## config.mk

```make
export PLATFORM = sky130hd
export DESIGN_NAME = bumpy_motion_ctrl
export DESIGN_NICKNAME = d
export VERILOG_FILES = /design/src/rtl/bumpy_motion_ctrl.sv
export SDC_FILE = /design/constraint.sdc
export NUM_CORES = 1
export LEC_CHECK = 0
export ABC_CLOCK_PERIOD_IN_PS = 3200
export BUFFER_PORTS_ARGS = -buffer_cell sky130_fd_sc_hd__buf_2
export CAP_MARGIN = 5
export CORE_UTILIZATION = 59
export CTS_CLUSTER_DIAMETER = 100
export DETAILED_ROUTE_END_ITERATION = 8
export PLACE_DENSITY = 0.91
export SLEW_MARGIN = 0
export SYNTH_ARGS = -nofsm -noshare
export SYNTH_HDL_FRONTEND = slang
export SYNTH_SLANG_ARGS = --single-unit
```

## constraint.sdc

```tcl
create_clock -name clk -period 3.2 [get_ports clk]
set_input_delay 0.48 -clock clk [delete_from_list [all_inputs] [get_ports clk]]
set_output_delay 0.48 -clock clk [all_outputs]
set_load 0.01 [all_outputs]
```

## src/rtl/bumpy_motion_ctrl.sv

```systemverilog
// Character motion controller: frame-rate X/Y update with jump/fall FSM,
// edge-collision flags accumulated between frame pulses.
module bumpy_motion_ctrl #(
   parameter int INITIAL_X  = 280,
   parameter int INITIAL_Y  = 185,
   parameter int JUMP_SPEED = 12,
   parameter int GRAVITY    = 1,
   parameter int MAX_FALL   = 12,
   parameter int X_SPEED    = 2,
   parameter int X_MAX      = 607,
   parameter int FLOOR_Y    = 447
) (
   input  logic        clk,
   input  logic        resetN,
   input  logic        startOfFrame,
   input  logic        moveLeft,
   input  logic        moveRight,
   input  logic        jumpKey,
   input  logic        collision,
   input  logic [3:0]  HitEdgeCode,
   output logic [10:0] topLeftX,
   output logic [10:0] topLeftY,
   output logic [1:0]  state
);

   typedef enum logic [1:0] {
      StGrounded = 2'd0,
      StRising   = 2'd1,
      StFalling  = 2'd2,
      StBad      = 2'd3
   } st_e;

   localparam logic signed [11:0] XSpd    = 12'(X_SPEED);
   localparam logic signed [11:0] XMax    = 12'(X_MAX);
   localparam logic signed [11:0] FloorY  = 12'(FLOOR_Y);
   localparam logic signed [11:0] Grav    = 12'(GRAVITY);
   localparam logic signed [11:0] MaxFall = 12'(MAX_FALL);
   localparam logic signed [7:0]  JumpVy  = 8'(-JUMP_SPEED);
   localparam logic [10:0]        InitX   = 11'(INITIAL_X);
   localparam logic [10:0]        InitY   = 11'(INITIAL_Y);
   localparam logic [10:0]        FloorPos = 11'(FLOOR_Y);

   st_e               st_q;
   logic signed [7:0] vy_q;
   logic              hit_l_q, hit_t_q, hit_r_q, hit_b_q;

   // {L,T,R,B}: sticky flags plus a collision arriving on the frame cycle itself
   logic [3:0]         hit_now;
   logic signed [11:0] x_cur, x_step, y_cur, y_sum, vy_ext, vy_inc;
   logic [10:0]        x_next, y_step;
   logic signed [7:0]  vy_fall;

   assign state = st_q;

   // Next-position arithmetic, done in 12-bit signed so nothing wraps before clamping
   always_comb begin
      hit_now = {hit_l_q, hit_t_q, hit_r_q, hit_b_q} | ({4{collision}} & HitEdgeCode);
      x_cur   = signed'({1'b0, topLeftX});
      y_cur   = signed'({1'b0, topLeftY});
      vy_ext  = {{4{vy_q[7]}}, vy_q};
      x_step  = x_cur;
      if (moveRight && !moveLeft && !hit_now[1]) begin
         x_step = x_cur + XSpd;
      end else if (moveLeft && !moveRight && !hit_now[3]) begin
         x_step = x_cur - XSpd;
      end
      if (x_step < 12'sd0) begin
         x_next = 11'd0;
      end else if (x_step > XMax) begin
         x_next = XMax[10:0];
      end else begin
         x_next = x_step[10:0];
      end
      y_sum  = y_cur + vy_ext;
      y_step = (y_sum < 12'sd0) ? 11'd0 : y_sum[10:0];
      vy_inc = vy_ext + Grav;
      vy_fall = (vy_inc > MaxFall) ? MaxFall[7:0] : vy_inc[7:0];
   end

   // Motion FSM: flags accumulate between frames, everything else moves on startOfFrame
   always_ff @(posedge clk) begin
      if (!resetN) begin
         topLeftX <= InitX;
         topLeftY <= InitY;
         vy_q     <= 8'sd0;
         st_q     <= StFalling;
         hit_l_q  <= 1'b0;
         hit_t_q  <= 1'b0;
         hit_r_q  <= 1'b0;
         hit_b_q  <= 1'b0;
      end else if (startOfFrame) begin
         hit_l_q  <= 1'b0;
         hit_t_q  <= 1'b0;
         hit_r_q  <= 1'b0;
         hit_b_q  <= 1'b0;
         topLeftX <= x_next;
         case (st_q)
            StGrounded: begin
               if (jumpKey) begin
                  vy_q <= JumpVy;
                  st_q <= StRising;
               end else if (y_cur < FloorY && !hit_now[0]) begin
                  vy_q <= 8'sd0;
                  st_q <= StFalling;
               end
            end
            StRising: begin
               topLeftY <= y_step;
               if (vy_inc >= 12'sd0 || hit_now[2]) begin
                  vy_q <= 8'sd0;
                  st_q <= StFalling;
               end else begin
                  vy_q <= vy_inc[7:0];
               end
            end
            StFalling: begin
               // Landing on an obstacle wins over the floor clamp
               if (hit_now[0]) begin
                  vy_q <= JumpVy;
                  st_q <= StRising;
               end else if (y_sum >= FloorY) begin
                  topLeftY <= FloorPos;
                  vy_q     <= 8'sd0;
                  st_q     <= StGrounded;
               end else begin
                  topLeftY <= y_step;
                  vy_q     <= vy_fall;
               end
            end
            default: begin
               vy_q <= 8'sd0;
               st_q <= StFalling;
            end
         endcase
      end else if (collision) begin
         hit_l_q <= hit_l_q | HitEdgeCode[3];
         hit_t_q <= hit_t_q | HitEdgeCode[2];
         hit_r_q <= hit_r_q | HitEdgeCode[1];
         hit_b_q <= hit_b_q | HitEdgeCode[0];
      end
   end

endmodule

```

# [Word level (Yosys, flattened, before mapping)]
# Cells that the tools add are included.
[classes] addsub=4 magnitude_cmp=7 n_eq_ne=6 n_mux=21 bitwise=7 n_reduce_logical=17
[op_table] operator="11-bit 2-to-1 mux" count=5
[op_table] operator="8-bit 2-to-1 mux" count=6
[op_table] operator="12-bit by 1-bit less-than comparator with 1-bit output, second input constant" count=2
[op_table] operator="12-bit 2-to-1 mux" count=2
[op_table] operator="8-bit one-hot mux with 3 select lines" count=1
[op_table] operator="11-bit one-hot mux with 2 select lines" count=1
[op_table] operator="11-bit by 2-bit adder with 12-bit output, second input constant" count=1
[op_table] operator="12-bit by 8-bit adder with 12-bit output" count=1
[op_table] operator="12-bit by 10-bit greater-or-equal comparator with 1-bit output, second input constant" count=1
[op_table] operator="12-bit by 11-bit > comparator with 1-bit output, second input constant" count=1
[op_table] operator="11-bit by 2-bit subtractor with 12-bit output, second input constant" count=1
[op_table] operator="11-bit by 9-bit less-than comparator with 1-bit output, second input constant" count=1
[op_table] operator="2-bit 2-to-1 mux" count=5
[op_table] operator="8-bit by 2-bit adder with 9-bit output, second input constant" count=1
[op_table] operator="9-bit by 1-bit greater-or-equal comparator with 1-bit output, second input constant" count=1
[op_table] operator="9-bit by 5-bit > comparator with 1-bit output, second input constant" count=1
[op_table] operator="3-bit inequality test, second input constant" count=2
[op_table] operator="2-bit one-hot mux with 3 select lines" count=1
[op_table] operator="1-bit logical AND" count=5
[op_table] operator="1-bit logical NOT" count=5
[op_table] operator="4-bit AND" count=1
[op_table] operator="2-bit inequality test, second input constant" count=2
[op_table] operator="1-bit bitwise OR" count=4
[op_table] operator="4-bit bitwise OR" count=1
[op_table] operator="10 further kinds" count=10
[totals] register_bits=36 in_bits=11 wordCells=70

# [Depth between registers and ports, before layout]
# Gate-level depths: netlist of the first run.
[depth] ltp_word=9 mapped_depth=12

# [Worst setup path after synthesis of the first run]
# OpenSTA, ideal clock, no wires.
[synth_path] kind="flip-flop to flip-flop" from="register vy_q[0]" to="register topLeftY[6]" setup_time_ps=115 t_arrival_ps=2661 t_required_ps=3085 path_slack_ps=425 stages_incl_launch_ff=13 cell_sequence="dfxtp_1 -> ha_1 -> inv_1 -> fa_1 -> nand2b_1 -> a21oi_1 -> xor2_1 -> a32oi_1 -> o311ai_2 -> and2_4 -> buf_6 -> o31ai_2 -> and2_1"
[synth_via] elab_chain_len=6 word_cells_on_any_way=7
[synth_rtl] element="start, declared" line="44" text="logic signed [7:0] vy_q;"
[synth_rtl] element="start signal, assigned" line="100" text="vy_q <= JumpVy;"
[synth_rtl] element="start signal, assigned" line="113" text="vy_q <= vy_inc[7:0];"
[synth_rtl] element="start signal, assigned" line="119" text="vy_q <= JumpVy;"
[synth_rtl] element="12-bit by 8-bit adder with 12-bit output (*)" line="74" text="y_sum = y_cur + vy_ext;"
[synth_rtl] element="12-bit by 1-bit less-than comparator with 1-bit output" line="75" text="y_step = (y_sum < 12'sd0) ? 11'd0 : y_sum[10:0];"
[synth_rtl] element="11-bit 2-to-1 mux" line="75"
[synth_rtl] element="11-bit 2-to-1 mux" line="121" text="end else if (y_sum >= FloorY) begin"
[synth_rtl] element="11-bit 2-to-1 mux" line="118" text="if (hit_now[0]) begin"
[synth_rtl] element="11-bit one-hot mux with 2 select lines (*)" line="97" text="case (st_q)"
[synth_rtl] element="end signal, assigned" line="84" text="topLeftY <= InitY;"
[synth_rtl] element="end signal, assigned" line="122" text="topLeftY <= FloorPos;"
[synth_rtl] element="end signal, assigned" line="126" text="topLeftY <= y_step;"
[synth_rtl] element="end, declared" line="22" text="output logic [10:0] topLeftY,"
# Every way passes the cells marked *; elsewhere a longest branch is shown, timed or not. The select of a mux whose other input is x is not followed.
# A chain may end at the register's enable or synchronous reset.

# [Worst setup path after layout of the first run]
[layout_path] from="register topLeftY[0]" to="register vy_q[0]"
[layout_via] elab_chain_len=5 word_cells_on_any_way=9
[layout_rtl] element="start signal, assigned" line="84"
[layout_rtl] element="start signal, assigned" line="108" text="topLeftY <= y_step;"
[layout_rtl] element="start signal, assigned" line="122"
[layout_rtl] element="12-bit by 8-bit adder with 12-bit output" line="74"
[layout_rtl] element="12-bit by 10-bit greater-or-equal comparator with 1-bit output" line="121"
[layout_rtl] element="8-bit 2-to-1 mux" line="121"
[layout_rtl] element="8-bit 2-to-1 mux" line="118"
[layout_rtl] element="8-bit one-hot mux with 3 select lines" line="97"
[layout_rtl] element="end signal, assigned" line="100"
[layout_rtl] element="end signal, assigned" line="119"
[layout_rtl] element="end signal, assigned" line="127" text="vy_q <= vy_fall;"
# Parallel ways exist; a longest one is shown, timed or not.

==> results of run 1 <==
[worst min-delay path, cell delays in order (launching register included)]
cell     delay [ns]
dfxtp_1        0.31
a21oi_1        0.05
nor2_1         0.08
[logic make-up (layout without fill, tap and decap cells)]
group | after synthesis | in the layout | share of synthesized area (%)
fa+ha+maj | 16 | 16 | 7.25
compound gates | 118 | 118 | 28.1
buf+inv | 33 | 63 | 4.67
xor+xnor | 18 | 18 | 5.76
flops | 36 | 36 | 25.2
simple gates | 160 | 160 | 29.0
[synthesized netlist by cell type, types with 4 or more instances]
master    instances  area (sq um)
ha_1             15           188
o211ai_1          7          52.6
and2_1           10          62.6
nand3_1          26           130
inv_1            16          60.1
and4_1            4          35.0
clkbuf_1         14          52.6
nand2_1          37           139
o31ai_1           5          37.5
a21oi_1          22           110
nand2b_1          6          37.5
nor3_1            5          25.0
nor2b_1          12          75.1
nor3b_1           5          37.5
dfxtp_1          36           721
o21ai_0          28           140
and3_1            8          50.1
nor2_1           28           105
a21o_1            8          60.1
xor2_1            6          52.6
nand4_1           5          31.3
xnor2_1          11          96.3
nor4_1            5          31.3
a31oi_1           5          31.3
[worst paths after layout]
check         startpoint  cells past startpoint  slack (ns)       to
max reg2reg  topLeftY[0]                     11        0.16  vy_q[0]
min              hit_t_q                      2        0.47  hit_t_q
min reg2reg      hit_t_q                      2        0.47  hit_t_q
max          topLeftY[0]                     11        0.16  vy_q[0]
[placed cells by master, fill, tap and decap left out, types with 6 or more instances in the layout]
| cell type | instances |
|---|---|
| nand2_1 | 37 |
| o211ai_1 | 7 |
| nor2b_1 | 12 |
| ha_1 | 15 |
| and3_1 | 8 |
| buf_2 | 34 |
| xnor2_1 | 11 |
| nand3_1 | 26 |
| a21o_1 | 8 |
| dfxtp_1 | 36 |
| and2_1 | 10 |
| xor2_1 | 6 |
| a21oi_1 | 22 |
| inv_1 | 16 |
| o21ai_0 | 28 |
| nor2_1 | 28 |
| nand2b_1 | 6 |
[final cells by class]
cell class | count | area [sq um] | area share, %
timing repair buffer | 39 | 208 | 6.53
multi-input combinational | 312 | 2020 | 63.5
sequential | 36 | 721 | 22.7
clock inverter | 2 | 35.0 | 1.10
clock buffer | 6 | 72.6 | 2.28
inverter | 16 | 60.1 | 1.89
tap | 52 | 65.1 | 2.04
[flip-flops by register name, indices dropped and copies added (netlist names)]
name      flops
hit_t_q       1
topLeftX     11
hit_l_q       1
hit_r_q       1
hit_b_q       1
topLeftY     11
vy_q          8
state         2
[per-layer routing]
layer  global-route usage [%]  vias to the layer above
li1                         -                     1463
met1                     42.9                     1408
met2                     48.1                      187
met3                     4.78                       23
met4                     13.3                        0
met5                        0                        -
[per-stage QoR]
stage               setup slack (ns)  hold slack, ns  area, sq um  power [mW]
floorplan                      0.425           0.432         2870        1.05
global placement               0.376           0.455         3060        1.18
detailed placement             0.232           0.458         3060        1.21
CTS                            0.194           0.469         3170        1.61
global route                  0.0655           0.503         3180        1.73
finish                         0.157           0.472         3180        1.65
[power by group through the flow]
stage / combinational [mW] / clock [mW] / sequential [mW]
after floorplan: 0.498 / 0 / 0.555
after global placement: 0.611 / 0 / 0.567
after detailed placement: 0.635 / 0 / 0.571
after CTS: 0.641 / 0.406 / 0.561
after global routing: 0.733 / 0.423 / 0.571
final: 0.677 / 0.406 / 0.563
==> summary.md, run 1 <==
| Metric | Value |
|---|---|
| Later-pin clock latency in the skew report | `0.29 ns` |
| Worst setup SP type | `flop` |
| Final hold violations | `0` |
| Finished Layout Cells | `463` |
| Cell area power density | `518 nW/um^2` |
| Vias per cell | `6.65` |
| CP bufs+invs | `1` |
| Clock Sinks | `36` |
| Total CTS buffers | `5` |
| M1 WL | `3360 um` |
| Slew margin rel. | `24.3%` |
| FP Rows | `24` |
| Power share of the combinational group | `41.1%` |
| Worst setup EP type | `flop` |
| Switching Fraction | `39.9%` |
| IO buf count | `34` |
| DP Cell Count | `455` |
| Setup TNS | `0 ns` |
| Yosys synthesis warning count | `0` |
| Layout cells sized above 1 | `13.9%` |
| Antenna cell count | `0` |
| WL met3 | `733 um` |
| Switching pwr | `657 uW` |
| Setup violators final | `0` |
| # resized after CTS | `0` |
| Measured slew at the worst slew-check pin | `1.12 ns` |
| Leakage | `1.35 nW` |
| Status | `finished, final reports clean` |
| Clock share of power | `24.7%` |
| Top Ports | `35` |
| Global route overflow | `0` |
| Die ar. | `5140 sq um` |
| Pin count of the biggest net entering global routing | `27` |
| P&R area growth vs syn | `11.0%` |
| Unique masters post-synth | `62` |
| RSZ-0062 raised after global routing | `false` |
| NumNets Final | `437` |
| DR pass1 iterations | `7` |
| GPL Wtd Cong | `1.03` |
| First-pass GRT wire length | `12700 um` |
| Most used flip-flop cell after synthesis | `dfxtp_1` |
| Finished Core Util | `70.6%` |
| Detailed Route WL | `7730 um` |
| Top Metal Used | `met4` |
| # DRC | `0` |
| Final ANT Viol Nets | `0` |
| Fin crit share | `95.1%` |
| Max_cap viols | `0` |
| Syn Std Cell Area | `2870 sq um` |
| Yosys reg bits | `36` |
| CTS Buffer Depth | `2` |
| CP max stage cell | `or4_1` |
| Sequential element share of the synthesized area | `25.2%` |
| Hpwl dp | `5670 um` |
| Asr flop ratio synth | `0%` |
| Routed via count | `3081` |
| Fillers | `363` |
| Post-Syn Instances | `381` |
| Die H | `71.7 um` |
| Maximum VDD drop | `0.328 mV` |
| Htree depth | `2` |
| Crit-path cells | `ha_1, inv_1, fa_1, nand2b_1, a21oi_1, or4_1, a32oi_1, o311ai_4, a21boi_2, nor2_1, o41ai_1` |
| Worst EP arrival | `3.21 ns` |
| Vias in the first global route | `2801` |
| Initial DRC count | `376` |
| Initial antenna violation count | `0` |
| Final Skew | `0.00563 ns` |
| Post-synth EDFFs | `0` |
| FMAX | `0.329 GHz` |
| Gr usage total | `31.0%` |
| Core Region | `4500 sq um` |
| Syn avg cell area | `7.52 sq um` |
| CTS Root Buffer Type | `clkbuf_8` |
| CTS Hold Bufs | `0` |
| Crit-path max FO | `5` |
| Post-CTS setup buffer count | `0` |
| Seq pwr share | `34.2%` |
| Hold Path Class | `flop to flop` |
| Pins over their slew limit | `0` |
| CTS tree | `done` |
| Crit path kind | `flop to flop` |
| Pint | `990 uW` |
| Worst path required time | `3.36 ns` |
| Met2 WL post-DR | `3440 um` |
| Top delay family on crit path | `compound AO/OA/AOI/OAI gates` |
| Die width | `71.7 um` |
| Initial Util | `63.6%` |
| WL per Instance | `16.7 um` |
| Time the worst path needs with I/O delays and setup | `3.04 ns` |
| Syn nets | `408` |
| Reg clk slew, reported paths | `0.07 ns` |
| Critical path's largest stage delay | `0.50 ns` |
Power figures use the tool's default switching activity.
==> run 2: changes to the inputs <==
- REMOVE_ABC_BUFFERS: not set -> 1
==> summary.md, run 2 (synthesis gave the netlist of run 1 again) <==
| Metric | Value |
|---|---|
| WL per Instance | `16.3 um (was 16.7 um)` |
| Clock Sinks | `36 (unchanged)` |
| Worst EP arrival | `3.17 ns (was 3.21 ns)` |
| GRT met1 Usage | `40.0% (was 42.9%)` |
| Die width | `71.7 um (unchanged)` |
| Die H | `71.7 um (unchanged)` |
| P&R area growth vs syn | `10.9% (was 11.0%)` |
| Final Skew | `0.00429 ns (was 0.00563 ns)` |
| Time the worst path needs with I/O delays and setup | `2.98 ns (was 3.04 ns)` |
| # DRC | `0 (unchanged)` |
| Setup slack after layout | `0.220 ns (was 0.157 ns)` |
| Htree depth | `2 (unchanged)` |
| Fillers | `378 (was 363)` |
| Grt met2 use | `49.1% (was 48.1%)` |
| Post-CTS setup buffer count | `0 (unchanged)` |
| Gr usage total | `30.5% (was 31.0%)` |
| Biggest regs | `topLeftX (11), topLeftY (11), vy_q (8) (unchanged)` |
| Vias in the first global route | `2873 (was 2801)` |
| Area of the multi-input gates | `2020 sq um (unchanged)` |
| Pin count of the biggest net entering global routing | `27 (unchanged)` |
| Hold Path Class | `flop to flop (unchanged)` |
| First-pass GRT wire length | `12700 um (about the same)` |
| CTS Root Buffer Type | `clkbuf_8 (unchanged)` |
| Area after DPL | `3060 sq um (about the same)` |
| Worst setup SP type | `flop (unchanged)` |
| Measured slew at the worst slew-check pin | `0.843 ns (was 1.12 ns)` |
| Worst setup EP type | `flop (unchanged)` |
| Most common cell after layout, fill and taps aside | `nand2_1 (unchanged)` |
| FMAX | `0.336 GHz (was 0.329 GHz)` |
| Fin crit share | `93.1% (was 95.1%)` |
| Antenna cell count | `0 (unchanged)` |
| Initial Util | `63.6% (unchanged)` |
| Maximum VDD drop | `0.311 mV (was 0.328 mV)` |
| NumNets Final | `436 (was 437)` |
| Top Ports | `35 (unchanged)` |
| Reg clk slew, reported paths | `0.08 ns (was 0.07 ns)` |
| # resized after CTS | `0 (unchanged)` |
| Crit-path cells | `ha_1, inv_1, fa_1, nand2b_1, a21oi_1, or4_1, a32oi_1, o311ai_4, a2111oi_0, o21ai_0, o311ai_1 (was ha_1, inv_1, fa_1, nand2b_1, a21oi_1, or4_1, a32oi_1, o311ai_4, a21boi_2, nor2_1, o41ai_1)` |
| Core Region | `4500 sq um (unchanged)` |
| GPL Wtd Cong | `0.907 (was 1.03)` |
| Leakage | `1.35 nW (about the same)` |
| FP Rows | `24 (unchanged)` |
| IO buf count | `34 (unchanged)` |
| Setup TNS | `0 ns (unchanged)` |
| Slew margin rel. | `43.1% (was 24.3%)` |
| Hpwl dp | `5740 um (was 5670 um)` |
| Crit-path max FO | `5 (unchanged)` |
| Pins over their slew limit | `0 (unchanged)` |
| Critical path's largest stage delay | `0.53 ns (was 0.50 ns)` |
| Later-pin clock latency in the skew report | `0.29 ns (about the same)` |
| Max_cap viols | `0 (unchanged)` |
| Initial DRC count | `217 (was 376)` |
| Final hold violations | `0 (unchanged)` |
| Final ANT Viol Nets | `0 (unchanged)` |
| RSZ-0062 raised after global routing | `false (unchanged)` |
| Initial antenna violation count | `0 (unchanged)` |
| CP max stage cell | `or4_1 (unchanged)` |
| Finished Core Util | `70.6% (about the same)` |
| Die ar. | `5140 sq um (unchanged)` |
| Cell area power density | `512 nW/um^2 (was 518 nW/um^2)` |
| Setup violators final | `0 (unchanged)` |
| Crit path kind | `flop to flop (unchanged)` |
| Cell area after layout | `3180 sq um (about the same)` |
| Status | `finished, final reports clean (unchanged)` |
| Vias per cell | `6.47 (was 6.65)` |
| Routed via count | `2990 (was 3081)` |
| Layout cells sized above 1 | `13.9% (about the same)` |
| Gr busiest metal | `met2 (unchanged)` |
| FF+latch area | `721 sq um (unchanged)` |
| CTS Buffer Depth | `2 (unchanged)` |
| Setup slack at placement | `0.219 ns (was 0.232 ns)` |
| Detailed Route WL | `7550 um (was 7730 um)` |
| Global route overflow | `0 (unchanged)` |
| CTS Hold Bufs | `0 (unchanged)` |
| Grt met3 use | `6.61% (was 4.78%)` |
| Most frequent cells in the layout | `nand2_1, dfxtp_1, buf_2, nor2_1, o21ai_0 (unchanged)` |
| CTS tree | `done (unchanged)` |
| Total CTS buffers | `5 (unchanged)` |
| DR pass1 iterations | `5 (was 7)` |
| Worst path required time | `3.39 ns (was 3.36 ns)` |
-- run 2: final timing paths --
kind | startpoint | to | slack [ns] | cells after the start
setup / recovery | topLeftY[0] | vy_q[4] | 0.22 | 11
hold / removal | topLeftX[0] | topLeftX[0] | 0.46 | 2
setup reg to reg | topLeftY[0] | vy_q[4] | 0.22 | 11
hold reg to reg | topLeftX[0] | topLeftX[0] | 0.46 | 2
-- run 2: final cells by class --
class                   count  share of cell area [%]
multi-input cells         312                    63.6
flip-flops and latches     36                    22.7
repair buffers             38                    6.30
clock buffers               5                    2.17
well taps                  52                    2.05
inverters                  16                    1.89
clock inverters             3                    1.34
-- run 2: report_power, final --
group	total [mW]	internal, mW	switching (mW)
combinational	0.668	0.266	0.401
clock	0.399	0.230	0.169
sequential	0.562	0.492	0.0693
total	1.63	0.989	0.640
-- run 2: per-stage QoR --
step | power [mW] | instances | hold slack (ns)
4_1_cts | 1.60 | 462 | 0.462
3_5_place_dp | 1.20 | 454 | 0.445
6_report | 1.63 | 462 | 0.463
2_1_floorplan | 1.02 | 364 | 0.432
3_3_place_gp | 1.18 | 454 | 0.435
5_1_grt | 1.72 | 462 | 0.486
-- run 2: worst max-delay path, delay by kind of cell (launching register included) --
kind | cells | cell delay [ns]
fa+ha+maj | 2 | 0.44
flops | 1 | 0.34
buf+inv | 1 | 0.07
compound gates | 6 | 1.31
simple gates | 2 | 0.73
-- run 2: per-layer routing --
metal | share of wire (%) | vias to the layer above | wire [um]
met3 | 8.2 | 18 | 619
li1 | - | 1453 | -
met4 | 1.9 | 0 | 144
met1 | 44 | 1385 | 3310
met5 | 0 | - | 0
met2 | 46 | 134 | 3470
